## src/rtl/pico_io_hub.sv

```systemverilog
// pico_io_hub: kcpsm6 port-bus hub with decoded output registers,
// synchronised input channels, a registered read mux and a change-detect
// interrupt controller driving the interrupt/interrupt_ack handshake.
module pico_io_hub #(
  parameter int unsigned N_OUT    = 4,
  parameter int unsigned N_IN     = 4,
  parameter logic [7:0]  OUT_BASE = 8'h00,
  parameter logic [7:0]  IN_BASE  = 8'h00,
  parameter logic [7:0]  IRQ_BASE = 8'h20,
  parameter logic [7:0]  OUT_INIT = 8'h00
) (
  input  logic                  clk,
  input  logic                  reset_n,
  input  logic [7:0]            port_id,
  input  logic [7:0]            out_port,
  input  logic                  write_strobe,
  input  logic                  k_write_strobe,
  input  logic                  read_strobe,
  output logic [7:0]            in_port,
  output logic                  interrupt,
  input  logic                  interrupt_ack,
  input  logic [8*N_IN-1:0]     ext_in,
  output logic [8*N_OUT-1:0]    ext_out,
  output logic [N_OUT-1:0]      out_wr
);

  // Addresses are compared in 9 bits so BASE+index never wraps onto a low port.
  localparam logic [8:0] IRQ_STAT_ADDR = {1'b0, IRQ_BASE};
  localparam logic [8:0] IRQ_MASK_ADDR = {1'b0, IRQ_BASE} + 9'd1;

  typedef enum logic [1:0] {
    ST_IDLE    = 2'd0,
    ST_REQ     = 2'd1,
    ST_SERVICE = 2'd2
  } state_t;

  logic [8:0]                port_x;
  logic [N_OUT-1:0]          out_hit;
  logic                      irq_stat_wr;
  logic                      irq_mask_wr;
  logic [N_IN-1:0]           chg;
  logic [7:0]                rd_data;

  logic [N_OUT-1:0][7:0]     out_q;
  logic [N_OUT-1:0]          out_wr_q;
  logic [N_IN-1:0][7:0]      sync1_q;
  logic [N_IN-1:0][7:0]      sync2_q;
  logic [N_IN-1:0][7:0]      prev_q;
  logic [N_IN-1:0]           pending_q;
  logic [N_IN-1:0]           pending_d;
  logic [N_IN-1:0]           mask_q;
  logic [7:0]                in_port_q;
  state_t                    state_q;
  logic                      irq_q;

  // read_strobe carries no side effects in this hub.
  logic unused_read;
  assign unused_read = read_strobe;

  assign port_x      = {1'b0, port_id};
  assign irq_stat_wr = write_strobe && (port_x == IRQ_STAT_ADDR);
  assign irq_mask_wr = write_strobe && (port_x == IRQ_MASK_ADDR);

  // Output register decode: OUTPUT uses the full address, OUTPUTK the low nibble.
  always_comb begin
    out_hit = '0;
    for (int unsigned i = 0; i < N_OUT; i++) begin
      if (write_strobe && (port_x == (9'(OUT_BASE) + 9'(i)))) begin
        out_hit[i] = 1'b1;
      end
      if (k_write_strobe && (port_id[3:0] == 4'(i))) begin
        out_hit[i] = 1'b1;
      end
    end
  end

  // Output registers and their one-cycle update pulses.
  always_ff @(posedge clk) begin
    if (!reset_n) begin
      out_q    <= {N_OUT{OUT_INIT}};
      out_wr_q <= '0;
    end else begin
      out_wr_q <= out_hit;
      for (int unsigned i = 0; i < N_OUT; i++) begin
        if (out_hit[i]) begin
          out_q[i] <= out_port;
        end
      end
    end
  end

  // Two-flop synchroniser plus previous-sample register per input channel.
  always_ff @(posedge clk) begin
    if (!reset_n) begin
      sync1_q <= '0;
      sync2_q <= '0;
      prev_q  <= '0;
    end else begin
      sync1_q <= ext_in;
      sync2_q <= sync1_q;
      prev_q  <= sync2_q;
    end
  end

  // Per-channel change detect on the synchronised samples.
  always_comb begin
    chg = '0;
    for (int unsigned i = 0; i < N_IN; i++) begin
      chg[i] = |(sync2_q[i] ^ prev_q[i]);
    end
  end

  // Write-1-to-clear pending; a same-cycle new change overrides the clear.
  always_comb begin
    pending_d = pending_q;
    if (irq_stat_wr) begin
      pending_d = pending_q & ~out_port[N_IN-1:0];
    end
    pending_d = pending_d | chg;
  end

  // Pending and mask registers.
  always_ff @(posedge clk) begin
    if (!reset_n) begin
      pending_q <= '0;
      mask_q    <= '0;
    end else begin
      pending_q <= pending_d;
      if (irq_mask_wr) begin
        mask_q <= out_port[N_IN-1:0];
      end
    end
  end

  // Read mux; input channels override IRQ registers on address overlap.
  always_comb begin
    rd_data = 8'h00;
    if (port_x == IRQ_STAT_ADDR) begin
      rd_data = 8'(pending_q);
    end else if (port_x == IRQ_MASK_ADDR) begin
      rd_data = 8'(mask_q);
    end
    for (int unsigned i = 0; i < N_IN; i++) begin
      if (port_x == (9'(IN_BASE) + 9'(i))) begin
        rd_data = sync2_q[i];
      end
    end
  end

  // Registered read data, updated every cycle from port_id.
  always_ff @(posedge clk) begin
    if (!reset_n) begin
      in_port_q <= 8'h00;
    end else begin
      in_port_q <= rd_data;
    end
  end

  // Interrupt handshake FSM with registered request output.
  always_ff @(posedge clk) begin
    if (!reset_n) begin
      state_q <= ST_IDLE;
      irq_q   <= 1'b0;
    end else begin
      case (state_q)
        ST_IDLE: begin
          if ((pending_q & mask_q) != '0) begin
            state_q <= ST_REQ;
            irq_q   <= 1'b1;
          end
        end
        ST_REQ: begin
          if (interrupt_ack) begin
            state_q <= ST_SERVICE;
            irq_q   <= 1'b0;
          end
        end
        ST_SERVICE: begin
          if (irq_stat_wr) begin
            state_q <= ST_IDLE;
          end
        end
        default: begin
          state_q <= ST_IDLE;
          irq_q   <= 1'b0;
        end
      endcase
    end
  end

  assign ext_out   = out_q;
  assign out_wr    = out_wr_q;
  assign in_port   = in_port_q;
  assign interrupt = irq_q;

endmodule

```

## config.mk

```make
export PLATFORM = sky130hd
export DESIGN_NAME = pico_io_hub
export DESIGN_NICKNAME = d
export VERILOG_FILES = /design/src/rtl/pico_io_hub.sv
export SDC_FILE = /design/constraint.sdc
export NUM_CORES = 1
export LEC_CHECK = 0
export CAP_MARGIN = 25
export CORE_ASPECT_RATIO = 0.75
export CORE_MARGIN = 1.5
export CORE_UTILIZATION = 35
export CTS_BUF_LIST = sky130_fd_sc_hd__clkbuf_2 sky130_fd_sc_hd__clkbuf_4 sky130_fd_sc_hd__clkbuf_8
export CTS_CLUSTER_DIAMETER = 40
export DETAILED_ROUTE_END_ITERATION = 6
export PLACE_DENSITY_LB_ADDON = 0.05
export SLEW_MARGIN = 20
export SYNTH_ARGS = -nofsm -noshare
export SYNTH_HDL_FRONTEND = slang
export SYNTH_SLANG_ARGS = --single-unit
```

## constraint.sdc

```tcl
create_clock -name clk -period 3.65 [get_ports clk]
set_input_delay 0.9125 -clock clk [delete_from_list [all_inputs] [get_ports clk]]
set_output_delay 0.9125 -clock clk [all_outputs]
set_load 0.01 [all_outputs]
```

==> results.md <==
- Rows: 38
- Arr. time, crit path: 2860 ps
- Lkg Pwr: 2.75 nW
- Placed Cells: 762
- Worst-Margin Slew: 650 ps
- Vias in the first global route: 3,380
- Synth area leaders: dfxtp_1 (58%), and2_1 (12%), mux2i_1 (7.7%)
- # nets final: 635
- Final setup violation count: 0
- Total Routing Usage GR: 15.2%
- Setup bufs post-CTS: 0
- Min-delay worst type: reg -> reg
- Pre-antenna DRT Iters: 4
- HP Start: sync1_q[3]
- Hold path endpoint: sync2_q[3]
- Initial antenna violation count: 0
- Most frequent cells in the layout: dfxtp_1 (151), and2_1 (99), clkdlybuf4s50_1 (96), nand2_1 (58), mux2i_1 (40)
- Clk buf depth: 2
- Crit path max fanout: 11
- Fraction of layout cells with a size suffix above 1: 8.59%
- CTS root buf: clkbuf_8
- Unique masters post-synth: 32
- Clk_skew: 11.9 ps
- Slew headroom: 56.0%
- Skew-Pair Late Insertion Delay: 450 ps
- Residual DRC: 0
- Vias: 3,506
- Final hold vios: 0
- Final Slew Violations: 0
- TritonCTS clock tree: done
- First-pass GRT wire length: 17,600 µm
- CTS Hold Bufs: 0
- CP required: 4030 ps
- Routed WL per cell: 13.8 µm
- Post-synth ARST share: 0%
- Vias per inst: 4.42
- Crit path time final: 2480 ps
- Synth Area per Inst: 10.8 µm²
- Synthesis-to-finish area growth: 30.6%
- Pwr/cell area: 481 mW/mm²
- Most common cell after layout, fill and taps aside: dfxtp_1
- R2r setup slk: 2340 ps
- Sum of negative setup slack: 0 ps
- Worst reg2reg startpoint: sync2_q[15]
- Synth top area share: 58.1%
- Finished Cell Area: 0.00680 mm²
- I/O pins: 99
- Primary FF master, synth: dfxtp_1
- Worst setup SP type: primary input
- R2R depth: 3
- Outcome: finished clean
- Crit path kind: in -> reg
- Synth Instances: 483
- HPWL after DPL: 7810 µm
- Final wirelength: 11,000 µm
- Worst path cell trace: clkdlybuf4s50_1 -> nor4_4 -> a21oi_2 -> nor3_4 -> mux2i_1
- # H-tree levels: 4
- Max Clock Freq: 403 MHz
- Clock transition at the registers of the reported paths: 90 ps
- Net Count, Synth: 537
- Worst setup EP type: register
- Utilization after layout: 46.9%
- Yosys top cell by area: dfxtp_1
- Post-CTS sizing: 0
- Critical R2R Capture: pending_q[1]
- Die H: 109 µm
- Synth Register Bits: 151
- Slowest stage delay, CP: 690 ps
- Cts bufs inserted: 17
- Maximum VDD drop: 0.197 mV
- Slowest CP cell: clkdlybuf4s50_1
- FILL cells: 1,367
- Post-DP Area: 0.00638 mm²
- Core footprint: 0.0145 mm²
- Ant. Diodes: 0
- Register area share after synthesis: 58.1%
- Final period util: 67.9%
- Die X: 144 µm
- Syn. warnings: 0
- Hold Path Depth: 1
- PortBufs: 97
- Routed Antenna Nets: 0
- Starting density of the core: 35.9%
- Initial DRC Count: 133
- Largest net degree at the start of global routing: 86
- DIE AREA: 0.0156 mm²
- Clk sinks: 151
- Fin cells: 794
- GRT Residual Overflow: 0
- RSZ-0062 raised after global routing: false
- EDFF count, synth: 0
- Mapped Area: 0.00520 mm²
- Max cap viols: 0
- GPL Wtd Cong: 0.787
power breakdown:
group          leakage (nW)  switching (mW)  internal [mW]
clock network         0.212           0.690          0.638
registers              1.24          0.0285           1.70
logic                  1.31          0.0955          0.118
metrics by stage:
stage	power (mW)	setup WS, ps	hold WS (ps)
floorplan	1.87	1650	406
global placement	1.98	703	421
detailed placement	1.98	686	416
CTS	3.32	1150	438
global route	3.42	1000	446
finish	3.27	1170	432
logic make-up after synthesis:
logic type,share of synthesized area [%]
AO/OA/AOI/OAI,3.80
flip-flops,58.1
XOR/XNOR,5.38
buffers and inverters,2.09
multiplexers,9.42
AND/OR/NAND/NOR,21.2
worst max path at each step:
stage               slack, ps  startpoint  cells after the start     endpoint
detailed placement        690  port_id[5]                      5  ext_out[27]
finish                   1170  port_id[5]                      5  ext_out[28]
global route             1000  port_id[5]                      5  ext_out[29]
global placement          700  port_id[5]                      5  ext_out[24]
floorplan                1650  port_id[7]                      4  ext_out[24]
CTS                      1150  port_id[5]                      5  ext_out[28]
state kept, by name, indices dropped and copies added (netlist names), 2 cells and up:
signal / count
ext_out: 32
prev_q: 32
mask_q: 4
sync1_q: 32
out_wr: 4
pending_q: 4
in_port: 8
sync2_q: 32
state_q: 2
metal layers:
layer,track usage [%],vias to the layer above,share of wire (%)
met1,20.2,1638,49
met5,0,-,0
li1,-,1782,-
met2,23.3,70,44
met4,6.34,0,1.3
met3,4.35,16,4.8
layout make-up:
type	instances	area (µm²)	share of cell area, %
timing repair buffer	103	1030	15.1
tap	200	250	3.68
multi-input combinational	307	2080	30.6
inverter	1	3.75	0.0552
clock buffer	17	234	3.44
sequential	151	3020	44.5
clock inverter	15	181	2.67
Yosys cell counts, types with 2 or more instances:
cell         n
dfxtp_1    151
and2_1      99
nand2_1     58
mux2i_1     40
xor2_1      32
clkbuf_1    19
nor2_1      15
o21ai_0     13
nor4_1      10
a22oi_1      7
a31oi_1      5
and3_1       4
mux4_2       4
o2bb2ai_1    4
buf_2        3
nor3_1       2
nor4b_1      2
worst max-delay path, delay by kind of cell:
family | cells | cell delay, ps
mux | 1 | 250
compound gates | 1 | 180
buf+inv | 1 | 690
simple gates | 2 | 820
(Power assumes the default switching activity.)
